$ cat src/rtl/ahb_write_master.sv
// ahb_write_master -- AHB-Lite write initiator for the three-register write
// slave (payload_0, payload_1, data_size). One accepted command becomes a
// burst of NUM_BEATS write beats (NONSEQ then SEQ), beat k addressing
// register k. Wait states and the two-cycle ERROR response are honoured, and
// completion is reported with a one-cycle done or error pulse.
//
// Optional feature: define AHB_WRITE_TIMEOUT_EN to add a wait-state watchdog
// that aborts the command with an error after TIMEOUT_CYCLES consecutive
// stalled cycles. Without the macro the master waits for hready indefinitely.
module ahb_write_master #(
   parameter int DATA_W         = 8,
   parameter int NUM_BEATS      = 3,
   parameter int TIMEOUT_CYCLES = 16
) (
   input  logic              hclk,
   input  logic              hreset_n,
   input  logic              cmd_valid,
   output logic              cmd_ready,
   input  logic [DATA_W-1:0] cmd_payload_0,
   input  logic [DATA_W-1:0] cmd_payload_1,
   input  logic [4:0]        cmd_data_size,
   input  logic              hready,
   input  logic              hresp,
   output logic              hsel_x,
   output logic              hwrite,
   output logic [1:0]        htrans,
   output logic [1:0]        write_select,
   output logic [DATA_W-1:0] hwdata,
   output logic              done,
   output logic              error
);

   localparam logic [1:0] HTRANS_IDLE   = 2'd0;
   localparam logic [1:0] HTRANS_NONSEQ = 2'd2;
   localparam logic [1:0] HTRANS_SEQ    = 2'd3;
   localparam logic [1:0] LAST_BEAT     = 2'(NUM_BEATS - 1);

   // Parameter sanity: beat index is two bits and data_size must fit hwdata.
   generate
      if (NUM_BEATS < 1 || NUM_BEATS > 3) begin : g_bad_beats
         $error("ahb_write_master: NUM_BEATS must be 1..3");
      end
      if (DATA_W < 5) begin : g_bad_width
         $error("ahb_write_master: DATA_W must be at least 5");
      end
      if (TIMEOUT_CYCLES < 1) begin : g_bad_timeout
         $error("ahb_write_master: TIMEOUT_CYCLES must be at least 1");
      end
   endgenerate

   typedef enum logic [1:0] {
      IDLE   = 2'd0,
      XFER   = 2'd1,
      CANCEL = 2'd2,
      RESP   = 2'd3
   } state_t;

   state_t            state;
   logic [1:0]        beat;
   logic [DATA_W-1:0] payload_0_q;
   logic [DATA_W-1:0] payload_1_q;
   logic [4:0]        size_q;

`ifdef AHB_WRITE_TIMEOUT_EN
   localparam int                WAIT_W    = $clog2(TIMEOUT_CYCLES + 1);
   localparam logic [WAIT_W-1:0] WAIT_LAST = WAIT_W'(TIMEOUT_CYCLES - 1);
   logic [WAIT_W-1:0] wait_cnt;
`endif

   // Data driven on hwdata for a given beat index; data_size is zero-extended.
   function automatic logic [DATA_W-1:0] beat_data(
      input logic [1:0]        idx,
      input logic [DATA_W-1:0] p0,
      input logic [DATA_W-1:0] p1,
      input logic [4:0]        sz
   );
      case (idx)
         2'd0:    beat_data = p0;
         2'd1:    beat_data = p1;
         default: beat_data = DATA_W'(sz);
      endcase
   endfunction

   // Command FSM; every output is a register updated alongside the state.
   always_ff @(posedge hclk or negedge hreset_n) begin
      if (!hreset_n) begin
         state        <= IDLE;
         beat         <= 2'd0;
         payload_0_q  <= '0;
         payload_1_q  <= '0;
         size_q       <= '0;
         cmd_ready    <= 1'b0;
         hsel_x       <= 1'b0;
         hwrite       <= 1'b0;
         htrans       <= HTRANS_IDLE;
         write_select <= 2'd0;
         hwdata       <= '0;
         done         <= 1'b0;
         error        <= 1'b0;
`ifdef AHB_WRITE_TIMEOUT_EN
         wait_cnt     <= '0;
`endif
      end else begin
`ifdef AHB_WRITE_TIMEOUT_EN
         // Cleared on every cycle that does not extend a stall.
         wait_cnt <= '0;
`endif
         case (state)
            IDLE: begin
               done  <= 1'b0;
               error <= 1'b0;
               if (cmd_valid && cmd_ready) begin
                  // Latch the whole command; the first beat goes out next cycle.
                  payload_0_q  <= cmd_payload_0;
                  payload_1_q  <= cmd_payload_1;
                  size_q       <= cmd_data_size;
                  beat         <= 2'd0;
                  state        <= XFER;
                  cmd_ready    <= 1'b0;
                  hsel_x       <= 1'b1;
                  hwrite       <= 1'b1;
                  htrans       <= HTRANS_NONSEQ;
                  write_select <= 2'd0;
                  hwdata       <= cmd_payload_0;
               end else begin
                  cmd_ready <= 1'b1;
               end
            end

            XFER: begin
               if (hresp) begin
                  // First ERROR cycle seen: drop remaining beats, idle the bus.
                  state        <= CANCEL;
                  hsel_x       <= 1'b1;
                  hwrite       <= 1'b0;
                  htrans       <= HTRANS_IDLE;
                  write_select <= 2'd0;
                  hwdata       <= '0;
               end else if (hready) begin
                  if (beat < LAST_BEAT) begin
                     // Next beat back-to-back, always SEQ after the first.
                     beat         <= beat + 2'd1;
                     htrans       <= HTRANS_SEQ;
                     write_select <= beat + 2'd1;
                     hwdata       <= beat_data(beat + 2'd1, payload_0_q,
                                               payload_1_q, size_q);
                  end else begin
                     state        <= RESP;
                     done         <= 1'b1;
                     hsel_x       <= 1'b0;
                     hwrite       <= 1'b0;
                     htrans       <= HTRANS_IDLE;
                     write_select <= 2'd0;
                     hwdata       <= '0;
                  end
`ifdef AHB_WRITE_TIMEOUT_EN
               end else if (wait_cnt == WAIT_LAST) begin
                  // Slave stalled too long: abort straight to an error report.
                  state        <= RESP;
                  error        <= 1'b1;
                  hsel_x       <= 1'b0;
                  hwrite       <= 1'b0;
                  htrans       <= HTRANS_IDLE;
                  write_select <= 2'd0;
                  hwdata       <= '0;
               end else begin
                  wait_cnt <= wait_cnt + 1'b1;
`endif
               end
               // Otherwise a wait state: all bus outputs simply hold.
            end

            CANCEL: begin
               if (hready) begin
                  state  <= RESP;
                  error  <= 1'b1;
                  hsel_x <= 1'b0;
`ifdef AHB_WRITE_TIMEOUT_EN
               end else if (wait_cnt == WAIT_LAST) begin
                  state  <= RESP;
                  error  <= 1'b1;
                  hsel_x <= 1'b0;
               end else begin
                  wait_cnt <= wait_cnt + 1'b1;
`endif
               end
            end

            RESP: begin
               // Single status cycle, then ready for the next command.
               done      <= 1'b0;
               error     <= 1'b0;
               cmd_ready <= 1'b1;
               state     <= IDLE;
            end

            default: begin
               state <= IDLE;
            end
         endcase
      end
   end

endmodule

$ cat config.mk
export PLATFORM = sky130hd
export DESIGN_NAME = ahb_write_master
export DESIGN_NICKNAME = d
export VERILOG_FILES = /design/src/rtl/ahb_write_master.sv
export SDC_FILE = /design/constraint.sdc
export NUM_CORES = 1
export LEC_CHECK = 0
export BUFFER_PORTS_ARGS = -buffer_cell sky130_fd_sc_hd__buf_2
export CORE_MARGIN = 5
export CORE_UTILIZATION = 45
export DETAILED_ROUTE_END_ITERATION = 8
export HOLD_SLACK_MARGIN = 0.03
export PLACE_DENSITY = 0.79
export SKIP_CTS_REPAIR_TIMING = 1
export SLEW_MARGIN = 10
export SYNTH_ARGS = -nofsm -noshare
export SYNTH_HDL_FRONTEND = slang
export SYNTH_SLANG_ARGS = --single-unit
$ cat constraint.sdc
create_clock -name hclk -period 1.7 [get_ports hclk]
set_input_delay 0.34 -clock hclk [delete_from_list [all_inputs] [get_ports hclk]]
set_output_delay 0.34 -clock hclk [all_outputs]
set_load 0.05 [all_outputs]
==> summary.md <==
| Metric | Value |
|---|---|
| P_sw | between 2 and 2.5 mW |
| Synth top area cells | dfrtp_1, mux2_2, ha_1 |
| Final hold violation count | 0 |
| Period Utilization, post-route | between 90% and 100% |
| Row Count | 24 |
| Synth Instances | 185 |
| Sw Ratio | a little over two fifths |
| RSZ-0062 raised after global routing | true |
| Post-layout power | between 5 and 6 mW |
| Syn_nets | 219 |
| Int Power | between 3 and 4 mW |
| Worst path required time | between 1.5 and 2 ns |
| Routed length per placed instance | 15.7 um |
| Most frequent cell after synthesis | dfrtp_1 |
| Final worst setup slack | 0.0341 ns |
| Slew margin rel. | between 60 and 70% |
| YS warnings | 0 |
| Outcome | completed |
| Reg2reg setup slack | ~0.034 ns |
| # port buffers | 42 |
| Dominant cell type by area after synthesis | dfrtp_1 |
| Die area | between 0.005 and 0.006 mm^2 |
| Post-synth EDFFs | 0 |
| # IOs | 43 |
| Peak VDD IR | about 0.83 mV |
| Synth Register Bits | 42 |
| Overall Global Routing Usage | between 10% and 20% |
| Via Count | around 1600 |
| CP cell instances | inv_4 -> ha_4 -> a21boi_4 -> or3_4 -> a221o_1 |
| CTS Sinks | 42 |
| Hold Crit Class | in2async |
| GRT Residual Overflow | 0 |
| CP Data Arrival Time | between 1.5 and 2 ns |
| Global-route wire length before repair | about 7600 um |
| Initial DRC count | 151 |
| Register area share after synthesis | approximately half |
| H-tree depth | 2 |
| Ys flop type | dfrtp_1 |
| Final ANT Viol Nets | 0 |
| Fin nets | ~270 |
| Area Growth Syn to Fin | 24.6% |
| Final setup violation count | 0 |
| Root buffer cell | clkbuf_8 |
| Critical Path End Type | register |
| Core region area | about 0.0044 mm^2 |
| Die H | roughly 77 um |
| Vias in the first global route | between 1500 and 2000 |
| Worst-path clk slew | about 0.080 ns |
| CP max FO | 7 |
| Syn Std Cell Area | about 0.002 mm^2 |
| Max Cap Violations | 0 |
| Via density | roughly 5.6 |
| Pleak | ~1.2 nW |
| Initial antenna violation count | 0 |
| Power Dens Cells | approximately 2200 mW/mm^2 |
| Setup Skew | 0.00905 ns |
| Clock buffer depth | 2 |
| Wirelength, routed | 4560 um |
| Diodes inserted | 0 |
| CP Class | reg2reg |
| Crit path max-delay cell type | dfrtp_2 |
| DRC | 0 |
| CTS tree | built |
| Share of post-route cells with drive strength above 1 | roughly 40% |
| Seq pwr share | 32.0% |
| Post-synthesis cell type count | 35 |
| Post-Syn Area per Cell | 11.1 um^2 |
| Worst path max stage delay | 0.45 ns |
| Least-Margin Pin Slew | 0.497 ns |
| Crit path launch type | register |
| Initial cell density of the core | a little under half |
| Fmax | 600 MHz |
| Total CTS buffers | 5 |
| Final Max Tran Viols | 0 |
| Buf/Inv on CP | 1 |
| Tmin final | roughly 1.7 ns |
| Most frequent cells after synthesis | dfrtp_1, mux2_2, inv_1 |
| Crit-path leading delay family | compound AO/OA/AOI/OAI gates |
| Dpl hpwl | roughly 3300 um |
| Comb pwr share | 53.5% |
| Pre-antenna DRT Iters | 4 |
| Post-synth ARST share | 100% |
| Clock latency on the worst-skew pair | around 0.3 ns |
| GPL Wtd Cong | roughly 0.86 |
| Die width | roughly 77 um |
| Post-placement setup slack | -0.0402 ns |
| Post-synth top area share | about half |
| Largest net degree at the start of global routing | 26 |
| Clock group share of total power | ~14% |
[cell families after synthesis]
| family | count (synthesis) | share of synthesized area (%) |
|---|---|---|
| compound gates | 55 | 19.1 |
| flops | 42 | 51.3 |
| simple gates | 33 | 7.82 |
| buf+inv | 27 | 5.87 |
| mux | 20 | 11.0 |
| fa+ha+maj | 8 | 4.89 |
[per-stage QoR]
step / area, um^2 / hold slack, ns / setup TNS [ns] / utilization [%] / instances
finish: 2550 / 0.000224 / 0 / 58.2 / 291
global route: 2550 / 0.0431 / -0.0364 / 58.2 / 291
CTS: 2520 / 0.0122 / -0.0622 / 57.6 / 291
detailed placement: 2410 / 0.332 / -0.0402 / 55.0 / 284
global placement: 2410 / 0.330 / 0 / 55.0 / 284
floorplan: 2060 / 0.0444 / -0.0149 / - / 185
[power by group through the flow]
| stage | Sequential [mW] | Clock (mW) | Combinational, mW |
|---|---|---|---|
| 2_1_floorplan | 2.35 | 0 | 1.56 |
| 3_3_place_gp | 1.77 | 0 | 2.88 |
| 3_5_place_dp | 1.80 | 0 | 2.95 |
| 4_1_cts | 1.77 | 0.823 | 2.96 |
| 5_1_grt | 1.85 | 0.863 | 3.26 |
| 6_report | 1.79 | 0.810 | 2.98 |
[metal layers]
metal / track usage [%] / vias to the layer above / part of all wire [%]
met5: 0 / - / 0
met4: 6.01 / 0 / 1.4
met3: 3.47 / 7 / 4.8
met2: 26.7 / 43 / 51
met1: 19.4 / 804 / 43
li1: - / 772 / -
[worst register-to-register path, cell delays in order, from the launching register on]
cell	delay, ns
dfrtp_2	0.45
inv_4	0.07
ha_4	0.18
a21boi_4	0.15
or3_4	0.40
a221o_1	0.31
[cells in the final DEF (no fill, tap or decap), types with 6 or more instances in the layout]
cell and instances:
dfrtp_1 41, inv_1 16, nor2_1 11, nand2_1 10, mux2_2 20, o21ai_0 17, clkbuf_8 6, a31oi_1 6
buf_4 12, buf_2 42
[sequential cells by signal, indices dropped and copies added, names as in the netlist]
signal,flops
hwdata,8
hwrite,1
state,2
payload_0_q,8
size_q,5
hsel_x,1
done,1
cmd_ready,1
payload_1_q,8
htrans,2
write_select,2
error,1
beat,2
[worst paths after layout]
| check | from | to | cells after the start |
|---|---|---|---|
| worst max register to register | state[0] | hsel_x | 5 |
| max in group asynchronous | hreset_n | beat[0] | 2 |
| worst max-delay path | state[0] | hsel_x | 5 |
| min in group hclk | cmd_payload_1[7] | payload_1_q[7] | 2 |
| worst min register to register | payload_0_q[7] | payload_0_q[7] | 2 |
| worst min-delay path | hreset_n | hwrite | 1 |
[final cells by class]
type | instances | area, um^2
Clock inverter | 1 | 30.0
Clock buffer | 6 | 82.6
Fill cell | 385 | 1830
Multi-Input combinational cell | 116 | 911
Inverter | 18 | 70.1
Tap cell | 52 | 65.1
Sequential cell | 42 | 1050
Timing Repair Buffer | 56 | 340
Note: power is estimated with default switching activity, not from simulation.
